File: src/rtl/hbif_cmd_engine.sv
// Host command engine: parses UART read/write frames, runs one register-bus op per frame, replies one byte.
// Optional trailing XOR checksum byte per frame when HBIF_CHECKSUM_EN is defined.
module hbif_cmd_engine #(
    parameter int          ADDR_W       = 8,
    parameter int          TIMEOUT_CLKS = 65536,
    parameter logic [7:0]  ACK_BYTE     = 8'h06,
    parameter logic [7:0]  NAK_BYTE     = 8'h15
) (
    input  logic              clk_i,
    input  logic              rst_i,
    input  logic              en_i,
    input  logic              rx_valid_i,
    input  logic [7:0]        rx_data_i,
    output logic              tx_valid_o,
    output logic [7:0]        tx_data_o,
    input  logic              tx_ready_i,
    output logic              bus_req_o,
    output logic              bus_we_o,
    output logic [ADDR_W-1:0] bus_addr_o,
    output logic [7:0]        bus_wdata_o,
    input  logic              bus_gnt_i,
    input  logic              bus_rvalid_i,
    input  logic [7:0]        bus_rdata_i,
    output logic              overrun_o
);

    localparam logic [7:0] CMD_WRITE = 8'h57;
    localparam logic [7:0] CMD_READ  = 8'h52;
    localparam int         CNT_W     = $clog2(TIMEOUT_CLKS + 1);
    localparam logic [CNT_W-1:0] CNT_LAST = CNT_W'(TIMEOUT_CLKS - 1);
    localparam logic [CNT_W-1:0] CNT_MAX  = CNT_W'(TIMEOUT_CLKS);

    typedef enum logic [2:0] {
        S_IDLE, S_ADDR, S_DATA, S_CSUM, S_BUS, S_RWAIT, S_RESP
    } state_t;

    state_t             state_q, state_d;
    logic [CNT_W-1:0]   cnt_q, cnt_d;
    logic               we_q, we_d;
    logic [ADDR_W-1:0]  addr_q, addr_d;
    logic [7:0]         wdata_q, wdata_d;
    logic [7:0]         resp_q, resp_d;
    logic               ovr_q, ovr_d;
`ifdef HBIF_CHECKSUM_EN
    logic [7:0]         csum_q, csum_d;
`endif

    logic busy;
    logic frame_st;

    assign busy     = (state_q == S_BUS) || (state_q == S_RWAIT) || (state_q == S_RESP);
    assign frame_st = (state_q == S_ADDR) || (state_q == S_DATA) || (state_q == S_CSUM);

    always_ff @(posedge clk_i) begin
        if (rst_i) begin
            state_q <= S_IDLE;
            cnt_q   <= '0;
            we_q    <= 1'b0;
            addr_q  <= '0;
            wdata_q <= '0;
            resp_q  <= '0;
            ovr_q   <= 1'b0;
`ifdef HBIF_CHECKSUM_EN
            csum_q  <= '0;
`endif
        end else begin
            state_q <= state_d;
            cnt_q   <= cnt_d;
            we_q    <= we_d;
            addr_q  <= addr_d;
            wdata_q <= wdata_d;
            resp_q  <= resp_d;
            ovr_q   <= ovr_d;
`ifdef HBIF_CHECKSUM_EN
            csum_q  <= csum_d;
`endif
        end
    end

    always_comb begin
        state_d = state_q;
        cnt_d   = '0;
        we_d    = we_q;
        addr_d  = addr_q;
        wdata_d = wdata_q;
        resp_d  = resp_q;
        ovr_d   = ovr_q | (rx_valid_i & busy);
`ifdef HBIF_CHECKSUM_EN
        csum_d  = csum_q;
`endif
        case (state_q)
            S_IDLE: begin
                if (en_i && rx_valid_i) begin
`ifdef HBIF_CHECKSUM_EN
                    csum_d = rx_data_i;
`endif
                    if (rx_data_i == CMD_WRITE || rx_data_i == CMD_READ) begin
                        we_d    = (rx_data_i == CMD_WRITE);
                        state_d = S_ADDR;
                    end else begin
                        resp_d  = NAK_BYTE;
                        state_d = S_RESP;
                    end
                end
            end
            S_ADDR: begin
                if (rx_valid_i) begin
                    addr_d = rx_data_i[ADDR_W-1:0];
`ifdef HBIF_CHECKSUM_EN
                    csum_d  = csum_q ^ rx_data_i;
                    state_d = we_q ? S_DATA : S_CSUM;
`else
                    state_d = we_q ? S_DATA : S_BUS;
`endif
                end
            end
            S_DATA: begin
                if (rx_valid_i) begin
                    wdata_d = rx_data_i;
`ifdef HBIF_CHECKSUM_EN
                    csum_d  = csum_q ^ rx_data_i;
                    state_d = S_CSUM;
`else
                    state_d = S_BUS;
`endif
                end
            end
            S_CSUM: begin
`ifdef HBIF_CHECKSUM_EN
                if (rx_valid_i) begin
                    if (rx_data_i == csum_q) begin
                        state_d = S_BUS;
                    end else begin
                        resp_d  = NAK_BYTE;
                        state_d = S_RESP;
                    end
                end
`else
                state_d = S_IDLE;
`endif
            end
            S_BUS: begin
                if (bus_gnt_i) begin
                    if (we_q) begin
                        resp_d  = ACK_BYTE;
                        state_d = S_RESP;
                    end else if (bus_rvalid_i) begin
                        resp_d  = bus_rdata_i;
                        state_d = S_RESP;
                    end else begin
                        state_d = S_RWAIT;
                    end
                end
            end
            S_RWAIT: begin
                if (bus_rvalid_i) begin
                    resp_d  = bus_rdata_i;
                    state_d = S_RESP;
                end
            end
            S_RESP: begin
                if (tx_ready_i) begin
                    state_d = S_IDLE;
                end
            end
            default: state_d = S_IDLE;
        endcase

        // Frame collection: disable aborts, inter-byte silence longer than the limit drops the frame
        if (frame_st) begin
            if (!en_i) begin
                state_d = S_IDLE;
            end else if (!rx_valid_i) begin
                if (cnt_q != CNT_MAX) begin
                    cnt_d = cnt_q + 1'b1;
                end
                if (cnt_q >= CNT_LAST) begin
                    state_d = S_IDLE;
                end
            end
        end
    end

    always_comb begin
        tx_valid_o = (state_q == S_RESP);
        bus_req_o  = (state_q == S_BUS);
    end

    assign tx_data_o   = resp_q;
    assign bus_we_o    = we_q;
    assign bus_addr_o  = addr_q;
    assign bus_wdata_o = wdata_q;
    assign overrun_o   = ovr_q;

endmodule

File: config.mk
export PLATFORM = sky130hd
export DESIGN_NAME = hbif_cmd_engine
export DESIGN_NICKNAME = d
export VERILOG_FILES = /design/src/rtl/hbif_cmd_engine.sv
export SDC_FILE = /design/constraint.sdc
export NUM_CORES = 1
export LEC_CHECK = 0
export CAP_MARGIN = 20
export CELL_PAD_IN_SITES_DETAIL_PLACEMENT = 0
export CELL_PAD_IN_SITES_GLOBAL_PLACEMENT = 1
export CORE_MARGIN = 3
export CORE_UTILIZATION = 39
export DETAILED_ROUTE_END_ITERATION = 8
export PLACE_DENSITY = 0.95
export SLEW_MARGIN = 20
export SYNTH_ARGS = -nofsm -noshare
export SYNTH_HDL_FRONTEND = slang
export SYNTH_SLANG_ARGS = --single-unit
File: constraint.sdc
create_clock -name clk_i -period 2.95 [get_ports clk_i]
set_input_delay 0.295 -clock clk_i [delete_from_list [all_inputs] [get_ports clk_i]]
set_output_delay 0.295 -clock clk_i [all_outputs]
set_load 0.005 [all_outputs]
# Yosys cells after proc, flatten, opt, wreduce, memory -nomap -nowiden
# Cells that the tools add are included.
# totals
regBits	46
input_bits	23
out_inout_bits	28
word_cells	60
# classes
add_sub_neg	1
n_lt_le_gt_ge	1
n_eq_ne	12
muxes	21
n_bitwise	5
n_reduce_logical	13
# ops
operator	count
$mux 8	5
$mux 3	12
$pmux 8 s3	1
$pmux 3 s6	1
$add 17x1->17 const B	1
$ge 17x16->1 const B	1
$ne 17x17->1 const B	1
$eq 8x7->1 const B	2
$eq 3x3->1 const B	3
$eq 3x2->1 const B	2
$logic_or 1x1->1	5
$reduce_or 5->1	1
$mux 2	2
$ne 2x2->1 const B	2
$reduce_and 2->1	2
$reduce_and 4->1	1
$eq 3x1->1 const B	1
$logic_not 3->1	1
$not 1->1	3
$reduce_and 3->1	1
$reduce_bool 3->1	1
$ne 2x1->1 const B	1
$and 1x1->1	1
$logic_and 1x1->1	1
$or 1x1->1	1

# Logic depth before layout (Yosys ltp)
# logic_depth
word_depth	9
depth_mapped	7
depth_no_buf	7

# Least setup slack after synthesis
# OpenSTA, ideal clock, no wires.
# synth_timing
path_kind	flip-flop to flip-flop
from	reg cnt_q[0]
to	reg state_q[2]
setup_time_ps	74
arrival_ps	1585
required_time_ps	2876
slack_ps	1290
path_stages_with_launch	8
path_buffers	0
synth_period_minus_slack_ps	1660
path_cell_list	dfxtp_1 > ha_1 > nand4_1 > nor4_1 > ha_1 > o311ai_0 > o211ai_2 > a31oi_1
# synth_via
elab_chain_len	5
# synth_rtl
item	line	source
start: declaration	38	logic [CNT_W-1:0] cnt_q, cnt_d;
start signal: assignment	68	cnt_q <= cnt_d;
$ge 17x16->1	177	if (cnt_q >= CNT_LAST) begin
$mux 3	177	
$mux 3	173	end else if (!rx_valid_i) begin
$mux 3	171	if (!en_i) begin
$mux 3	170	if (frame_st) begin
end signal: assignment	67	state_q <= state_d;
end: declaration	37	state_t state_q, state_d;
# Every way passes these cells.
# A chain may end at the register's enable or synchronous reset.

# Worst setup path in the final report
# layout_timing
from	reg state_q[1]
to	out tx_valid_o
# layout_via
elab_chain_len	1
# layout_rtl
item	line	source
$eq 3x3->1	185	tx_valid_o = (state_q == S_RESP);
end: declaration	14	output logic tx_valid_o,
# Every way passes these cells.

==> flow_summary.toml <==
[logic_synthesis]
synth_cell_types = 45
syn_area_um2 = 2130
async_flop_share_pct = 0
synthTopCellsByArea = "dfxtp_1, nand2_1, a21oi_1"
yosysSeqAreaShare_pct = 43.2
yosys_most_used_dff = "dfxtp_1"
yosys_warnings = 0
synth_edf_count = 0
netlist_instances = 257
yosys.area.top_type_share_pct = 43.2
yosys.area.top_type = "dfxtp_1"
syn_area_per_cell_um2 = 8.30
ys_ff_latch = 46
syn-num-nets = 283

[timing]
hold_slack_ps = 459
final.setup_skew_ps = 8.48
maxSlewHeadroom_pct = 58.0
max_freq_mhz = 497
fin_crit_sh_pct = 68.1
slew_violations = 0
setup-tns-final_ps = 0
rsz0062_at_grt = "no"
worstMarginPinSlew_ps = 628
finalHoldViolations = 0
finalSetupViolCount = 0
post-route-min-period_ps = 2010

[critical_path]
path_max_fanout = 18
reg2reg_from = "cnt_q[0]$_SDFF_PP0_"
startpoint_type = "flip-flop"
setup.worst_path.end_class = "output port"
crit_required_ps = 2650
crit_type = "flip-flop to output port"
worstPathArrival_ps = 1720
worstSetupStartpoint = "state_q[1]$_SDFF_PP0_"
r2r_setup_slack_ps = 1030

[layout]
layout_common_cells = "clkdlybuf4s50_1, nand2_1, dfxtp_1"
diodes = 0
nets = 330
final-seq-area_um2 = 921
area_delta_synth_final_pct = 30.9
drive_above_1_share_pct = 6.56
multi_input_area_um2 = 1120
fin_cells = 375
final_common_cell = "clkdlybuf4s50_1"
nFillCells = 512

[drt]
finalWirelength_um = 4860
drt_iter0_markers = 39
dr_total_vias = 1903
drc = 0
viasPerCell = 5.07
first_pass_iters = 5
wl_per_cell_um = 13.0
ant_nets = 0

[power_and_ir_drop]
p_leak_nw = 0.916
switching_share_pct = 23.9
ir_worst_vdd_uv = 351
p_per_area_nw_per_um2 = 463
seqPwrFrac_pct = 51.3
p_sw_w = 0.000309
internal_power_w = 0.000982
pwr-share-comb_pct = 12.0
pwr-share-clk_pct = 36.7

[global_route]
antenna_found_initial = 0
overflow = 0
grt_max_degree = 27
grt_pass1_wl_um = 8310
grtUsageTotal_pct = 16.2
first_global_vias = 1743

[flow_run]
drv_cap = 0

[die]
core-area_um2 = 5200
die_h_um = 79.9
rows = 26
start_util_pct = 41.0
ios = 51
die_area_um2 = 6390
die_w_um = 79.9

[clock_network]
hold_buffers = 0
clockBufferDepth = 2
cts_resized = 0
cts.sinks = 46
path_clk_slew_ps = 90
tritoncts = "done"
cts.htree.levels = 2
post_cts_buffers = 0
cts-root-buf = "clkbuf_8"
clk_latency_ps = 300
cts_buffers = 5

[place]
port_buffers = 50
placed_cells = 367
gp_congestion = 0.781
dp_hpwl_um = 3520

[status]
status = "completed"

[min_path]
hp-start = "bus_wdata_o[5]$_SDFFE_PP0P_"
holdCritPathClass = "flip-flop to flip-flop"
## final timing paths
| kind | cells after the start | to |
|---|---|---|
| worst max-delay path | 2 | tx_valid_o |
| worst min-delay path | 2 | bus_wdata_o[5]$_SDFFE_PP0P_ |
| worst max register to register | 7 | state_q[1]$_SDFF_PP0_ |
| worst min register to register | 2 | bus_wdata_o[5]$_SDFFE_PP0P_ |
## worst max-delay path, cell delays in order, from the launching register on
cell	delay, ps
dfxtp_1	640
and3b_1	270
clkdlybuf4s50_1	510
## routing by layer
metal / track usage (%) / up-vias / part of all wire, % / routed length (µm)
met4: 3.55 / 0 / 0.76 / 37
met3: 4.97 / 6 / 5.7 / 277
li1: - / 991 / - / -
met1: 24.2 / 859 / 51 / 2460
met2: 22.7 / 47 / 43 / 2090
met5: 0 / - / 0 / 0
## cell type report
cell class	instances	area share, %
clock inverter	3	1.57
multi-input combinational	189	40.0
sequential	46	33.0
timing repair buffer	52	18.5
inverter	10	1.35
tap	70	3.14
clock buffer	5	2.47
## registers in the layout, indices dropped and copies added (netlist names)
signal	count
state_q	3
bus_wdata_o	8
tx_data_o	8
bus_addr_o	8
overrun_o	1
bus_we_o	1
cnt_q	17
## stage by stage
| stage | instance area [µm²] | power (W) | worst slack, ps | utilization (%) |
|---|---|---|---|---|
| final | 2790 | 0.00129 | 940 | 53.6 |
| after global routing | 2790 | 0.00136 | 794 | 53.6 |
| after detailed placement | 2680 | 0.000832 | 855 | 51.4 |
| after CTS | 2790 | 0.00131 | 922 | 53.6 |
| after global placement | 2680 | 0.000831 | 909 | 51.4 |
| after floorplan | 2130 | 0.000749 | 1290 | - |
## cells in the mapped netlist (all sizes together) (2+ instances only)
| cell type | number |
|---|---|
| nand2 | 47 |
| dfxtp | 46 |
| a21oi | 26 |
| nor2 | 24 |
| xnor2 | 11 |
| inv | 10 |
| nand3 | 7 |
| nand4 | 7 |
| buf | 6 |
| clkbuf | 6 |
| nor3 | 6 |
| nor4 | 6 |
| nor2b | 5 |
| o21ai | 5 |
| a22o | 4 |
| xor2 | 4 |
| a211oi | 3 |
| and4 | 3 |
| and4bb | 3 |
| ha | 3 |
| a31oi | 2 |
| nor4b | 2 |
| o211ai | 2 |
| or3b | 2 |
## power groups by stage
stage	Combinational (W)	Sequential, W	Clock, W
floorplan	0.0000847	0.000664	0
global route	0.000171	0.000666	0.000522
global placement	0.000154	0.000676	0
CTS	0.000157	0.000662	0.000490
finish	0.000155	0.000662	0.000474
detailed placement	0.000156	0.000676	0
## cells by family (layout without fill, tap and decap cells)
| kind of cell | Yosys count | after routing | synth area share (%) |
|---|---|---|---|
| compound gates | 50 | 50 | 14.6 |
| simple gates | 120 | 120 | 29.3 |
| xor+xnor | 15 | 15 | 6.16 |
| fa+ha+maj | 3 | 3 | 1.76 |
| mux | 1 | 1 | 0.528 |
| flops | 46 | 46 | 43.2 |
| buf+inv | 22 | 70 | 4.46 |
Power figures use the tool's default switching activity.
